**src/rtl/mem_data_ctrl.sv**
```systemverilog
// MEM-stage data bus sequencer: issues one load/store per access on an
// SRAM-like req/addr_ok/data_ok bus, stalls the pipeline while the access is
// outstanding, returns load data and drains responses of flushed instructions.
module mem_data_ctrl #(
  parameter int MAX_WAIT = 255
) (
  input  logic        clk,
  input  logic        resetn,
  input  logic        ex_data_en,
  input  logic [3:0]  ex_data_ren,
  input  logic [3:0]  ex_data_wen,
  input  logic [31:0] ex_addr,
  input  logic [31:0] ex_wdata,
  input  logic        flush,
  output logic        data_req,
  output logic        data_wr,
  output logic [1:0]  data_size,
  output logic [31:0] data_addr,
  output logic [3:0]  data_wstrb,
  output logic [31:0] data_wdata,
  input  logic        data_addr_ok,
  input  logic        data_data_ok,
  input  logic [31:0] data_rdata,
  output logic        stall,
  output logic [31:0] mem_rdata,
  output logic        rdata_valid,
  output logic        bus_err
);

  localparam int             CW   = $clog2(MAX_WAIT + 1);
  localparam logic [CW-1:0]  LAST = CW'(MAX_WAIT - 1);

  typedef enum logic [1:0] {IDLE, REQ, WAIT, CANCEL} state_t;

  state_t        state_q;
  logic [CW-1:0] cnt_q;
  logic          cancel_q;
  logic          req_q, wr_q, rvld_q, berr_q;
  logic [1:0]    size_q;
  logic [31:0]   addr_q, wdata_q, rdata_q;
  logic [3:0]    wstrb_q;

  logic [3:0]    strb_all;
  logic [2:0]    pcnt;
  logic [1:0]    size_d;
  logic          accept, progress, tmo, cancel_now;

  // Access size from the number of active byte lanes.
  always_comb begin
    strb_all = ex_data_ren | ex_data_wen;
    pcnt     = {2'b0, strb_all[0]} + {2'b0, strb_all[1]}
             + {2'b0, strb_all[2]} + {2'b0, strb_all[3]};
    case (pcnt)
      3'd2:       size_d = 2'd1;
      3'd3, 3'd4: size_d = 2'd2;
      default:    size_d = 2'd0;
    endcase
  end

  // A handshake in the last allowed cycle wins over the timeout, so a
  // completing access never also reports bus_err.
  assign accept     = (state_q == IDLE) & ex_data_en & ~flush;
  assign progress   = ((state_q == REQ) & data_addr_ok)
                    | (((state_q == WAIT) | (state_q == CANCEL)) & data_data_ok);
  assign tmo        = (state_q != IDLE) & (cnt_q == LAST) & ~progress;
  assign cancel_now = cancel_q | flush;

  assign stall = resetn & ~tmo &
                 (accept | (state_q == REQ)
                  | (((state_q == WAIT) | (state_q == CANCEL)) & ~data_data_ok));

  // Access FSM with registered bus-side and pipeline-side outputs.
  always_ff @(posedge clk or negedge resetn) begin
    if (!resetn) begin
      state_q  <= IDLE;
      cnt_q    <= '0;
      cancel_q <= 1'b0;
      req_q    <= 1'b0;
      wr_q     <= 1'b0;
      size_q   <= 2'd0;
      addr_q   <= '0;
      wstrb_q  <= '0;
      wdata_q  <= '0;
      rdata_q  <= '0;
      rvld_q   <= 1'b0;
      berr_q   <= 1'b0;
    end else begin
      rvld_q <= 1'b0;
      berr_q <= 1'b0;
      case (state_q)
        IDLE: begin
          cnt_q    <= '0;
          cancel_q <= 1'b0;
          if (accept) begin
            addr_q  <= ex_addr;
            wdata_q <= ex_wdata;
            wstrb_q <= ex_data_wen;
            wr_q    <= |ex_data_wen;
            size_q  <= size_d;
            req_q   <= 1'b1;
            state_q <= REQ;
          end
        end
        REQ: begin
          if (data_addr_ok) begin
            req_q <= 1'b0;
            cnt_q <= '0;
            if (data_data_ok) begin
              state_q <= IDLE;
              if (!wr_q && !cancel_now) begin
                rdata_q <= data_rdata;
                rvld_q  <= 1'b1;
              end
            end else begin
              state_q <= cancel_now ? CANCEL : WAIT;
            end
          end else if (tmo) begin
            req_q   <= 1'b0;
            berr_q  <= 1'b1;
            cnt_q   <= '0;
            state_q <= IDLE;
          end else begin
            cnt_q    <= cnt_q + 1'b1;
            cancel_q <= cancel_now;
          end
        end
        WAIT: begin
          if (data_data_ok) begin
            cnt_q   <= '0;
            state_q <= IDLE;
            if (!wr_q) begin
              rdata_q <= data_rdata;
              rvld_q  <= 1'b1;
            end
          end else if (tmo) begin
            berr_q  <= 1'b1;
            cnt_q   <= '0;
            state_q <= IDLE;
          end else if (flush) begin
            cnt_q   <= '0;
            state_q <= CANCEL;
          end else begin
            cnt_q <= cnt_q + 1'b1;
          end
        end
        CANCEL: begin
          if (data_data_ok) begin
            cnt_q   <= '0;
            state_q <= IDLE;
          end else if (tmo) begin
            berr_q  <= 1'b1;
            cnt_q   <= '0;
            state_q <= IDLE;
          end else begin
            cnt_q <= cnt_q + 1'b1;
          end
        end
        default: state_q <= IDLE;
      endcase
    end
  end

  assign data_req    = req_q;
  assign data_wr     = wr_q;
  assign data_size   = size_q;
  assign data_addr   = addr_q;
  assign data_wstrb  = wstrb_q;
  assign data_wdata  = wdata_q;
  assign mem_rdata   = rdata_q;
  assign rdata_valid = rvld_q;
  assign bus_err     = berr_q;

endmodule

```
**config.mk**
```make
export PLATFORM = sky130hd
export DESIGN_NAME = mem_data_ctrl
export DESIGN_NICKNAME = d
export VERILOG_FILES = /design/src/rtl/mem_data_ctrl.sv
export SDC_FILE = /design/constraint.sdc
export NUM_CORES = 1
export LEC_CHECK = 0
export BUFFER_PORTS_ARGS = -buffer_cell sky130_fd_sc_hd__buf_2
export CELL_PAD_IN_SITES_DETAIL_PLACEMENT = 1
export CELL_PAD_IN_SITES_GLOBAL_PLACEMENT = 2
export CORE_MARGIN = 2
export CORE_UTILIZATION = 30
export CTS_CLUSTER_SIZE = 16
export DETAILED_ROUTE_END_ITERATION = 7
export GPL_TIMING_DRIVEN = 0
export PLACE_DENSITY = 0.81
export SYNTH_ARGS = -nofsm -noshare
export SYNTH_HDL_FRONTEND = slang
export SYNTH_SLANG_ARGS = --single-unit
```
**constraint.sdc**
```tcl
create_clock -name clk -period 2.2 [get_ports clk]
set_input_delay 0.11 -clock clk [delete_from_list [all_inputs] [get_ports clk]]
set_output_delay 0.11 -clock clk [all_outputs]
set_load 0.1 [all_outputs]
```
==> results.toml <==
[timing]
final_period_util_pct = 97.27
finalHoldViolations = 0
final_period_minus_worst_setup_slack_ps = 2140
max_slew_margin_pct = 58.42
max_slew.worst_pin.slew_ps = 623.8
slew_viol_final = 0
clock.fmax_mhz = 467.3
final.setup_skew_ps = 12.84
setup_viol = 0
rsz0062_at_grt = "true"

[setup_path]
end_kind = "primary output"
worst_reg2reg_path_depth = 10
worst_setup_path_start_kind = "register"
timing.rr.start = "state_q[1]"
timing.rr.end = "mem_rdata[21]"
worstPathRequired_ps = 2090
timing_worst_setup_path_type = "reg2out"
critPathMaxFanout = 11
ff_to_ff_setup_slack_ps = 120
timing.critical_path.arrival_ps = 2030

[cts]
tritoncts = "built"
worstSkewPairLatency_ps = 410
cts.clk_slew.worst_paths_ps = 50
cts.sinks = 117
cts_htree_levels = 4
cts-buffers-inserted = 17
ctsLongestPathBuffers = 2
cts_root_buffer = "sky130_fd_sc_hd__clkbuf_16"

[worst_hold_path]
min_delay_worst_endpoint = "bus_err"
worst_hold_path.num_cells = 4
timing.hold.worst.start = "data_addr_ok"
hp_class = "in2reg"

[final_layout]
fillCellCount = 1678
final_layout_size_suffix_gt1_share_pct = 57.18
num-nets-final = 795
post-route-util_pct = 50.71
area.growth.synth_to_final_pct = 65.18

[route]
final_antenna_net_count = 0
routedWlPerCell_um = 17.48
detailroute.via_count = 4013
remaining_drc_errors = 0
drt_iter0_drc = 104
drt_pre_antenna_iters = 4
finalWirelength_mm = 15.85
route.detailed.vias_per_inst = 4.424

[yosys]
synth_sequential_area_ratio_pct = 59.82
post_syn_instances = 328
post_synthesis_async_set_or_reset_flop_share_pct = 100.0
syn-cell-area_mm2 = 0.004895
synth_top_cells_by_count = "117 x sky130_fd_sc_hd__dfrtp_1, 68 x sky130_fd_sc_hd__mux2_2, 32 x sky130_fd_sc_hd__mux2_4"
post-synth-top-area-fraction_pct = 59.82
yosys_warnings = 0
post_synth_num_cell_types = 40
synth_flop_cell = "sky130_fd_sc_hd__dfrtp_1"
synth-seq-cells = 117
mappedNetlistNets = 447
leading_cell_type_by_number_of_instances_after_synthesis = "sky130_fd_sc_hd__dfrtp_1"
synthesis.area_per_instance_um2 = 14.92
synth_enable_flop_cells = 0
synth_area_leaders = "sky130_fd_sc_hd__dfrtp_1 60%, sky130_fd_sc_hd__mux2_2 16%, sky130_fd_sc_hd__mux2_4 9.8%, sky130_fd_sc_hd__ha_1 2.0%, sky130_fd_sc_hd__buf_6 1.2%"
synth_area_leader_cell = "sky130_fd_sc_hd__dfrtp_1"

[global_route]
grt_pass1_vias = 4733
grt_start_max_net_pins = 67
antenna_violations_before_repair = 3
global_route_wire_length_before_repair_mm = 25.26
overflow = 0
all_layer_gr_usage_pct = 18.62

[die]
die_w_um = 131.7
initial_utilization_pct = 30.70
floorplan.die.height_um = 131.7
placeableCoreArea_mm2 = 0.01594
die_outline_area_mm2 = 0.01735
num_io_pins = 217
core.rowCount = 46

[job]
max_cap_viols = 0

[status]
run_status = "finished clean"

[placed_design]
globalplace.congestion = 0.8094
io_buffers = 216
detailed_placement_hpwl_mm = 9.829
## registers in the layout (all words and copies together), names as in the netlist
name         flops
data_addr       32
data_wdata      32
mem_rdata       32
cnt_q            8
data_wstrb       4
data_size        2
state_q          2
bus_err          1
cancel_q         1
data_req         1
data_wr          1
rdata_valid      1
## worst max-delay path: stages (launching register included)
cell	delay (ps)
sky130_fd_sc_hd__dfrtp_1	410
sky130_fd_sc_hd__inv_2	90
sky130_fd_sc_hd__ha_4	150
sky130_fd_sc_hd__inv_2	50
sky130_fd_sc_hd__or3_4	340
sky130_fd_sc_hd__buf_6	160
sky130_fd_sc_hd__nand2_2	70
sky130_fd_sc_hd__o211a_4	170
sky130_fd_sc_hd__buf_12	170
## cells in the final DEF (no fill, tap or decap), drive strengths merged, types with 2 or more instances in the layout
master,netlist,routed
buf,11,240
nor3,3,3
nand3,2,2
mux2,100,100
or2,4,4
ha,8,8
o21ai,10,10
clkbuf,3,22
dlygate4sd3,0,101
nand2,10,10
nor2b,2,2
diode,0,2
inv,9,13
o211a,2,2
a21o,2,2
a21oi,5,5
xnor2,4,4
bufinv,0,2
dfrtp,117,117
nand4b,2,2
nor2,15,15
xor2,2,2
clkinv,0,5
or3,2,2
## timing repair
item,4_1_cts,5_1_grt
endpoints found under the hold margin,164,0
gates resized for setup,18,9
cloned,0,0
buffers inserted,10,3
hold buffers,101,0
pin swaps,5,2
setup endpoints to repair,63,29
## stage by stage
| stage | TNS [ps] | hold WS, ps | setup slack, ps | instance area [um2] | cells |
|---|---|---|---|---|---|
| 5_1_grt | -32.33 | 129.2 | -32.33 | 8085 | 907 |
| 6_report | 0 | 107.4 | 60.00 | 8085 | 907 |
| 3_3_place_gp | -57400 | 341.0 | -802.8 | 6254 | 760 |
| 3_5_place_dp | -9539 | 155.6 | -362.6 | 6287 | 761 |
| 4_1_cts | 0 | 69.53 | 31.68 | 8021 | 902 |
| 2_1_floorplan | 0 | -185.6 | 134.8 | 4902 | 328 |
## layer usage
layer	up-vias	wire length [um]	share of wire, %	track usage (%)
li1	1857	-	-	-
met1	1966	6089	38	19.83
met2	157	8418	53	34.18
met3	31	947	6.0	5.613
met4	2	389	2.5	7.850
met5	-	7	0.044	0
## how the worst max path moves through the flow
stage	start	end	slack (ps)	cells past startpoint
6_report	state_q[0]	stall	60	8
5_1_grt	state_q[0]	stall	-30	7
4_1_cts	state_q[1]	stall	30	8
3_5_place_dp	state_q[1]	stall	-360	10
3_3_place_gp	resetn	stall	-800	3
2_1_floorplan	state_q[1]	stall	130	9
## cells by family (layout without fill, tap and decap cells)
logic type | count (synthesis) | count (layout) | synth area share, %
DFF | 117 | 117 | 59.82
muxes | 100 | 100 | 25.46
and+or+nand+nor | 46 | 46 | 4.755
AOI/OAI and AO/OA | 27 | 27 | 3.732
buffers and inverters | 23 | 384 | 2.709
adders and majority gates | 9 | 9 | 2.454
xor gates and xnor gates | 6 | 6 | 1.074
other | 0 | 2 | 0
## layout make-up
cell class	count	area [um2]	share of cell area [%]
Sequential cell	117	2928	36.21
Timing Repair Buffer	331	2242	27.73
Multi-Input combinational cell	188	1903	23.54
Clock buffer	20	466.7	5.772
Tap cell	216	270.3	3.343
Clock inverter	12	142.6	1.764
Buffer	12	93.84	1.161
Inverter	9	33.78	0.4178
Antenna cell	2	5.005	0.06190
Power is not shown: default switching activity piles up to over one toggle a cycle in this logic, so the estimate is an artifact.
